===== config.mk =====
export PLATFORM = sky130hd
export DESIGN_NAME = mdu
export DESIGN_NICKNAME = d
export VERILOG_FILES = /design/src/rtl/mdu_pkg.sv /design/src/rtl/mdu_iter_core.sv /design/src/rtl/mdu.sv
export SDC_FILE = /design/constraint.sdc
export NUM_CORES = 1
export LEC_CHECK = 0
export ABC_AREA = 1
export CAP_MARGIN = 25
export CELL_PAD_IN_SITES_DETAIL_PLACEMENT = 0
export CELL_PAD_IN_SITES_GLOBAL_PLACEMENT = 1
export CORE_ASPECT_RATIO = 1.5
export CORE_MARGIN = 3
export CORE_UTILIZATION = 42
export DETAILED_ROUTE_END_ITERATION = 16
export PLACE_DENSITY_LB_ADDON = 0.2
export SYNTH_ARGS = -nofsm -noshare
export SYNTH_HDL_FRONTEND = slang
export SYNTH_SLANG_ARGS = --single-unit

===== constraint.sdc =====
create_clock -name MDU_clk -period 2.8 [get_ports MDU_clk]
set_input_delay 0.28 -clock MDU_clk [delete_from_list [all_inputs] [get_ports MDU_clk]]
set_output_delay 0.28 -clock MDU_clk [all_outputs]
set_load 0.02 [all_outputs]

===== src/rtl/mdu_pkg.sv =====
// Shared encodings for the iterative multiply/divide unit.
// The package holds the op and state enums, the last iteration index and the op decode helpers.
package mdu_pkg;

    typedef enum logic [1:0] {
        OP_MULT  = 2'b00,
        OP_MULTU = 2'b01,
        OP_DIV   = 2'b10,
        OP_DIVU  = 2'b11
    } op_e;

    typedef enum logic [1:0] {
        S_IDLE = 2'b00,
        S_CALC = 2'b01,
        S_SIGN = 2'b10,
        S_DONE = 2'b11
    } state_e;

    localparam logic [4:0] ITER_LAST = 5'd31;

    function automatic logic op_is_div(input logic [1:0] op);
        return op[1];
    endfunction

    function automatic logic op_is_signed(input logic [1:0] op);
        return (op == OP_MULT) || (op == OP_DIV);
    endfunction

endpackage


===== src/rtl/mdu_iter_core.sv =====
// One iteration of the unsigned datapath: a shift-add multiply step or a restoring divide step.
// Multiply keeps the multiplier in the low half; divide keeps the dividend and quotient bits there.
module mdu_iter_core #(
    parameter int WIDTH = 32
) (
    input  logic               is_div,
    input  logic [2*WIDTH-1:0] acc,
    input  logic [WIDTH-1:0]   opnd,
    output logic [2*WIDTH-1:0] acc_nxt
);

    logic [WIDTH:0]   sum_s;
    logic [WIDTH:0]   shl_s;
    logic [WIDTH+1:0] diff_s;

    // Compute both step candidates and select by operation
    always_comb begin
        sum_s  = {1'b0, acc[2*WIDTH-1:WIDTH]} + {1'b0, {WIDTH{acc[0]}} & opnd};
        shl_s  = {acc[2*WIDTH-1:WIDTH], acc[WIDTH-1]};
        diff_s = {1'b0, shl_s} - {2'b00, opnd};
        acc_nxt = acc;
        if (is_div) begin
            // The top bit of diff_s is the borrow: restore the shifted remainder when it is set
            if (diff_s[WIDTH+1]) begin
                acc_nxt = {shl_s[WIDTH-1:0], acc[WIDTH-2:0], 1'b0};
            end else begin
                acc_nxt = {diff_s[WIDTH-1:0], acc[WIDTH-2:0], 1'b1};
            end
        end else begin
            acc_nxt = {sum_s, acc[WIDTH-1:1]};
        end
    end

endmodule


===== src/rtl/mdu.sv =====
// Iterative MIPS multiply/divide unit: FSM, iteration counter, sign fix-up and HI/LO write side.
// Operands are reduced to magnitudes at start; signs are applied once, in the SIGN cycle.
module mdu
    import mdu_pkg::*;
#(
    parameter int WIDTH = 32
) (
    input  logic             MDU_clk,
    input  logic             MDU_rst_n,
    input  logic             start,
    input  logic [1:0]       op,
    input  logic [WIDTH-1:0] a,
    input  logic [WIDTH-1:0] b,
    input  logic             cancel,
    output logic             busy,
    output logic             done,
    output logic [WIDTH-1:0] hi_data,
    output logic [WIDTH-1:0] lo_data,
    output logic             hi_w,
    output logic             lo_w
);

    state_e             state_r, state_s;
    logic [4:0]         cnt_r;
    logic [2*WIDTH-1:0] acc_r, acc_nxt_s, res_s;
    logic [WIDTH-1:0]   opnd_r, hi_data_r, lo_data_r, q_s, r_s;
    logic [WIDTH-1:0]   a_mag_s, b_mag_s;
    logic               is_div_r, neg_q_r, neg_r_r;
    logic               busy_r, done_r, busy_s, done_s, load_s, accept_s;

    mdu_iter_core #(.WIDTH(WIDTH)) u_core (
        .is_div  (is_div_r),
        .acc     (acc_r),
        .opnd    (opnd_r),
        .acc_nxt (acc_nxt_s)
    );

    // Next-state and registered-output decode
    always_comb begin
        state_s  = state_r;
        busy_s   = busy_r;
        done_s   = 1'b0;
        load_s   = 1'b0;
        accept_s = 1'b0;
        case (state_r)
            S_IDLE: begin
                if (start && !cancel) begin
                    state_s  = S_CALC;
                    busy_s   = 1'b1;
                    accept_s = 1'b1;
                end else begin
                    busy_s = 1'b0;
                end
            end
            S_CALC: begin
                if (cancel) begin
                    state_s = S_IDLE;
                    busy_s  = 1'b0;
                end else if (cnt_r == ITER_LAST) begin
                    state_s = S_SIGN;
                end else begin
                    state_s = S_CALC;
                end
            end
            S_SIGN: begin
                if (cancel) begin
                    state_s = S_IDLE;
                    busy_s  = 1'b0;
                end else begin
                    state_s = S_DONE;
                    done_s  = 1'b1;
                    load_s  = 1'b1;
                end
            end
            S_DONE: begin
                state_s = S_IDLE;
                busy_s  = 1'b0;
            end
            default: begin
                state_s = S_IDLE;
                busy_s  = 1'b0;
            end
        endcase
    end

    // FSM state and control output registers
    always_ff @(posedge MDU_clk or negedge MDU_rst_n) begin
        if (!MDU_rst_n) begin
            state_r <= S_IDLE;
            busy_r  <= 1'b0;
            done_r  <= 1'b0;
        end else begin
            state_r <= state_s;
            busy_r  <= busy_s;
            done_r  <= done_s;
        end
    end

    // Operand magnitudes for the unsigned core
    always_comb begin
        if (op_is_signed(op) && a[WIDTH-1]) begin
            a_mag_s = -a;
        end else begin
            a_mag_s = a;
        end
        if (op_is_signed(op) && b[WIDTH-1]) begin
            b_mag_s = -b;
        end else begin
            b_mag_s = b;
        end
    end

    // Signed fix-up; a zero divisor leaves the all-ones quotient un-negated
    always_comb begin
        q_s   = acc_r[WIDTH-1:0];
        r_s   = acc_r[2*WIDTH-1:WIDTH];
        res_s = acc_r;
        if (is_div_r) begin
            if (neg_q_r) begin
                q_s = -acc_r[WIDTH-1:0];
            end else begin
                q_s = acc_r[WIDTH-1:0];
            end
            if (neg_r_r) begin
                r_s = -acc_r[2*WIDTH-1:WIDTH];
            end else begin
                r_s = acc_r[2*WIDTH-1:WIDTH];
            end
            res_s = {r_s, q_s};
        end else if (neg_q_r) begin
            res_s = -acc_r;
        end else begin
            res_s = acc_r;
        end
    end

    // Operand capture, iteration state and HI/LO result registers
    always_ff @(posedge MDU_clk or negedge MDU_rst_n) begin
        if (!MDU_rst_n) begin
            cnt_r     <= 5'd0;
            acc_r     <= '0;
            opnd_r    <= '0;
            is_div_r  <= 1'b0;
            neg_q_r   <= 1'b0;
            neg_r_r   <= 1'b0;
            hi_data_r <= '0;
            lo_data_r <= '0;
        end else begin
            if (accept_s) begin
                cnt_r    <= 5'd0;
                is_div_r <= op_is_div(op);
                acc_r    <= {{WIDTH{1'b0}}, (op_is_div(op) ? a_mag_s : b_mag_s)};
                opnd_r   <= op_is_div(op) ? b_mag_s : a_mag_s;
                neg_q_r  <= op_is_signed(op) && (a[WIDTH-1] ^ b[WIDTH-1]) &&
                            !(op_is_div(op) && (b == '0));
                neg_r_r  <= op_is_signed(op) && op_is_div(op) && a[WIDTH-1];
            end else if (state_r == S_CALC) begin
                cnt_r <= cnt_r + 5'd1;
                acc_r <= acc_nxt_s;
            end
            if (load_s) begin
                hi_data_r <= res_s[2*WIDTH-1:WIDTH];
                lo_data_r <= res_s[WIDTH-1:0];
            end
        end
    end

    assign busy    = busy_r;
    assign done    = done_r;
    assign hi_w    = done_r;
    assign lo_w    = done_r;
    assign hi_data = hi_data_r;
    assign lo_data = lo_data_r;

endmodule

==> flow_summary.json <==
{
  "critPathKind": "register to register",
  "worst_slew_pin_slew_ns": 0.718,
  "antenna_cells": 0,
  "tns_ns": 0,
  "fp-row-count": 90,
  "via_per_inst": 5.51,
  "yosysUniqueCellTypes": 52,
  "syn_area_per_cell_um2": 6.03,
  "reg2regPathDepth": 12,
  "insertion_delay_ns": 0.48,
  "path_max_fanout": 21,
  "clock_skew_ns": 0.0203,
  "fmax_mhz": 374,
  "synth-async-reset-ratio_pct": 100,
  "critical_path_required_ns": 3.13,
  "ys_seq_elements": 172,
  "power_leakage_nw": 10.9,
  "yosys_warnings": 0,
  "grt_max_degree": 57,
  "grt_pass1_wl_um": 111000,
  "die_x_um": 171,
  "core-area_mm2": 0.0403,
  "worstPathArrival_ns": 3.01,
  "vias": 19700,
  "place_area_mm2": 0.0198,
  "setup.worst_path.start_class": "register",
  "grt_pass1_vias": 19300,
  "cp-end-kind": "register",
  "synth_top_area_share_pct": 25.1,
  "synth_area_leaders": "dfrtp_1 (25%), nand2_1 (21%), inv_1 (9.9%)",
  "io_pins": 138,
  "cts_buffer_depth": 2,
  "finalNetCount": 3197,
  "drv_slew": 0,
  "clock_sinks": 172,
  "ys_top_cells_by_count": "nand2_1 (965), inv_1 (455), nand3_1 (261), nor2_1 (232), dfrtp_1 (172)",
  "max-cap-violations": 0,
  "io_buffers": 137,
  "period_minus_slack_ns": 2.67,
  "cts_made_buffers": 17,
  "post_drt_wl_per_cell_um": 20.9,
  "synth_cells": 2850,
  "syn_to_final_growth_pct": 19.3,
  "cts.clk_slew.worst_paths_ns": 0.09,
  "postCtsSetupBuffers": 0,
  "finalHoldViolCount": 0,
  "grt.overflow.total": 0,
  "synth_fp_nets": 2995,
  "firstDrtPassIters": 8,
  "wl_um": 74600,
  "gp_congestion": 1.00,
  "drt.antenna.violating_nets": 0,
  "cts-root-buf": "clkbuf_16",
  "hpwl_um": 61400,
  "cts_tree": "built",
  "antenna_found_initial": 1,
  "h-tree-depth": 4,
  "synth_seq_area_share_pct": 25.1,
  "ir_drop_v": 0.000535,
  "p_per_area_mw_per_mm2": 1240,
  "rsz0062_at_grt": "no",
  "period_share_pct": 95.5,
  "synth_edf_count": 0,
  "regToRegSetupSlack_ns": 0.13,
  "drc": 0,
  "status": "finished, final reports clean",
  "dieArea_mm2": 0.0434,
  "r2r-start": "acc_r[36]",
  "hold_path_class": "input port to asynchronous set/reset pin",
  "fin_area_mm2": 0.0205,
  "drtIter0Drc": 1597,
  "r2r_end": "acc_r[0]",
  "drive_above_1_share_pct": 6.98,
  "die_y_um": 254,
  "yosysTopAreaCell": "dfrtp_1",
  "track_usage_pct": 33.8,
  "setup_violations": 0,
  "netlist_area_mm2": 0.0172,
  "slew_headroom_pct": 51.6,
  "synth_flop_cell": "dfrtp_1",
  "start_util_pct": 42.6,
  "yosysMostFrequentCell": "nand2_1"
}
[area by class of cell]
class	count	area, um^2
Clock buffer	17	425
Fill cell	4278	19800
Sequential cell	172	4310
Inverter	463	1740
Tap cell	506	633
Clock inverter	15	219
Timing Repair Buffer	266	2420
Multi-Input combinational cell	2132	10800
[per-stage QoR]
step | utilization, % | total power, mW | hold WS (ns) | setup slack (ns) | instances
2_1_floorplan | - | 15.8 | -0.0156 | 0.280 | 2850
3_3_place_gp | 49.1 | 22.2 | 0.277 | -0.0153 | 3538
3_5_place_dp | 49.1 | 22.2 | 0.288 | -0.0932 | 3538
4_1_cts | 50.8 | 25.0 | 0.343 | 0.0277 | 3571
5_1_grt | 50.8 | 27.4 | 0.407 | 0.00422 | 3571
6_report | 50.8 | 25.4 | 0.361 | 0.125 | 3571
[placed cells by master (no fill, tap or decap), drive strengths merged, types with 10 or more instances in the layout]
| cell type | instances |
|---|---|
| a21oi | 88 |
| nand3b | 10 |
| xor2 | 93 |
| nor3 | 40 |
| o221ai | 10 |
| inv | 470 |
| a221oi | 31 |
| o21ai | 158 |
| xnor2 | 15 |
| ha | 73 |
| a31oi | 12 |
| nand2 | 972 |
| clkdlybuf4s50 | 136 |
| dfrtp | 172 |
| nor2 | 242 |
| buf | 129 |
| nand4 | 42 |
| o211ai | 35 |
| clkbuf | 17 |
| nand3 | 263 |
[state kept, by name, summed over array words and instances (netlist names), 2 cells and up]
signal   flops
lo_data     32
hi_data     32
acc_r       64
state_r      2
opnd_r      32
cnt_r        5
[logic make-up (layout without fill, tap and decap cells)]
kind of cell | Yosys count | after routing | share of synthesized area [%]
xor gates and xnor gates | 108 | 108 | 5.51
buffers and inverters | 546 | 761 | 12.6
and+or+nand+nor | 1585 | 1585 | 38.7
AOI/OAI and AO/OA | 364 | 364 | 12.6
adders and majority gates | 75 | 75 | 5.55
DFF | 172 | 172 | 25.1
[routing by layer]
layer,GRT usage [%],share of wire (%)
met1,39.6,39
met2,58.4,49
met3,3.17,5.1
met4,22.0,7.8
met5,0,0
[power breakdown]
part	leakage [nW]	internal (mW)	switching, mW
combinational	8.33	6.12	12.2
clock	0.309	1.26	1.39
sequential	2.21	3.25	1.17
[repair_timing]
action,in CTS,in global routing
gates resized for setup,2,10
endpoints found under the setup margin,2,9
endpoints found under the hold margin,46,0
hold buffers,1,0
[worst max-delay path, cell delays in order (launching register included)]
cell     delay (ns)
dfrtp_1        0.54
ha_1           0.44
nand2_1        0.13
nor2_1         0.16
nand3_1        0.11
nand3_2        0.15
nand2_1        0.08
nand2_2        0.12
nand2_4        0.08
nand2_8        0.16
buf_4          0.17
nand2_1        0.05
a22oi_1        0.32
[how the worst max path moves through the flow]
stage          slack, ns        end  startpoint  cells after the start
2_1_floorplan       0.28  acc_r[61]    acc_r[0]                     19
3_3_place_gp       -0.02  acc_r[31]       start                      9
3_5_place_dp       -0.09  acc_r[31]       start                      9
4_1_cts             0.03  acc_r[54]    acc_r[0]                     16
5_1_grt            0.004  acc_r[59]    acc_r[0]                     15
6_report            0.13   acc_r[0]   acc_r[36]                     12
Note: power is estimated with default switching activity, not from simulation.
==> RTL change, RTL diff (same flow settings) <==
Reset style: synchronous (`MDU_rst_n`), changed in 2 clocked blocks.
--- a/src/rtl/mdu.sv
+++ b/src/rtl/mdu.sv
@@ -86,3 +86,3 @@
     // FSM state and control output registers
-    always_ff @(posedge MDU_clk or negedge MDU_rst_n) begin
+    always_ff @(posedge MDU_clk) begin
         if (!MDU_rst_n) begin
@@ -137,3 +137,3 @@
     // Operand capture, iteration state and HI/LO result registers
-    always_ff @(posedge MDU_clk or negedge MDU_rst_n) begin
+    always_ff @(posedge MDU_clk) begin
         if (!MDU_rst_n) begin
Check against the original RTL: differs if MDU_rst_n is asserted again (counterexample within 4 cycles, from zero or initial values and one cycle with MDU_rst_n low); with MDU_rst_n held inactive, the same outputs for 10 cycles.
==> RTL change against the unedited design <==
- global-route usage rose by 1.2 points
- final area rose by 1.6%
- routed wire length rose by 5.3%
- synthesized area rose by 1.5%
- first-iteration DRC count rose by 27%
- setup slack improved by 0.020 ns
- non-clock buffer count rose by 1
- sequential cell count did not move
Power is not compared: it rests on default switching activity, and its combinational part moved more than twofold at a synthesized area within 25%.
==> RTL change: results (changes against the unedited design) <==
Seq/Total Area, Yosys: 19.8% (was 25.1%)
top cell type's share of synthesized area: 21.1% (was 25.1%)
CTS resizes: 0 (was 2)
met1 usage: 39.5% (was 39.6%)
final wirelength: 78500 um (was 74600 um)
Starting Density: 42.9% (was 42.6%)
# fillers: 4406 (was 4278)
Rel. slew slack: 40.4% (was 51.6%)
post-detail-place hpwl: 64300 um (was 61400 um)
metal2 WL: 37300 um (was 36200 um)
min-delay worst type: in2reg (was in2async)
worst endpoint data arrival time: 3.02 ns (was 3.01 ns)
Crit path largest cell delay: 0.52 ns (was 0.54 ns)
R2R setup slack: 0.15 ns (was 0.13 ns)
GRT Total Usage: 35.0% (was 33.8%)
number of DRC markers after the initial detailed-route iteration: 2032 (was 1597)
Worst Path Max Fanout: 16 (was 21)
synth unique cells: 56 (was 52)
max reg flops: 64 (unchanged)
clock skew: 0.0187 ns (was 0.0203 ns)
grt met3 use: 3.65% (was 3.17%)
GR Util met2: 59.1% (was 58.4%)
largest net degree at the start of global routing: 106 (was 57)
met3 wire len: 4390 um (was 3770 um)
Reg-to-Reg End: acc_r[0] (unchanged)
number of vias per cell: 5.45 (was 5.51)
Total Power: 9.49 mW
Synth Net Count: 3261 (was 2995)
Routed met1 length: 28900 um (was 28800 um)
layout cells sized above 1: 6.77% (was 6.98%)
Reg2Reg Launch Point: opnd_r[5] (was acc_r[36])
share of flip-flops with an asynchronous set or reset: 0% (was 100%)
initial antenna violation count: 0 (was 1)
vias in the first global route: 20200 (was 19300)
Post-synth top cells: 981 x nand2_1, 496 x inv_1, 319 x nor2_1, 241 x nand3_1, 172 x dfxtp_1 (was 965 x nand2_1, 455 x inv_1, 261 x nand3_1, 232 x nor2_1, 172 x dfrtp_1)
status: finished, final reports clean (unchanged)
Nets: 3440 (was 3197)
Synth Area in Adders: 5.54% (was 5.55%)
top_reg_cell synth: dfxtp_1 (was dfrtp_1)
compound-cell area share of the yosys netlist: 14.2% (was 12.6%)
XOR/XNOR Fraction of Synth Area: 5.73% (was 5.51%)
smallest hold slack: 0.360 ns (was 0.361 ns)
TritonRoute pass-1 iters: 9 (was 8)
Synth area leaders: nand2_1 21%, dfxtp_1 20%, inv_1 11% (was dfrtp_1 25%, nand2_1 21%, inv_1 9.9%)
-- RTL change: cell types whose count changed after synthesis, moves of 31 or more --
| cell | change |
|---|---|
| nor2_1 | +87 |
| a21oi_1 | +67 |
| clkbuf_1 | +31 |
| dfrtp_1 | -172 |
| dfxtp_1 | +172 |
| inv_1 | +41 |
-- RTL change: cell type report --
cell class / instances / area (um^2) / area share (%)
multi-input combinational: 2334 / 11700 / 56.1
sequential: 172 / 3450 / 16.6
timing repair buffer: 267 / 2470 / 11.9
inverter: 502 / 1890 / 9.07
tap: 552 / 691 / 3.32
clock buffer: 17 / 425 / 2.04
clock inverter: 15 / 225 / 1.08
antenna: 1 / 2.50 / 0.0120
-- RTL change: metrics by stage --
stage / instances / instance area (um^2) / setup slack, ns
finish: 3860 / 20800 / 0.145
global route: 3859 / 20800 / 0.00400
CTS: 3859 / 20800 / 0.0204
detailed placement: 3827 / 20100 / 0.0497
global placement: 3827 / 20100 / 0.0556
floorplan: 3115 / 17400 / 0.437
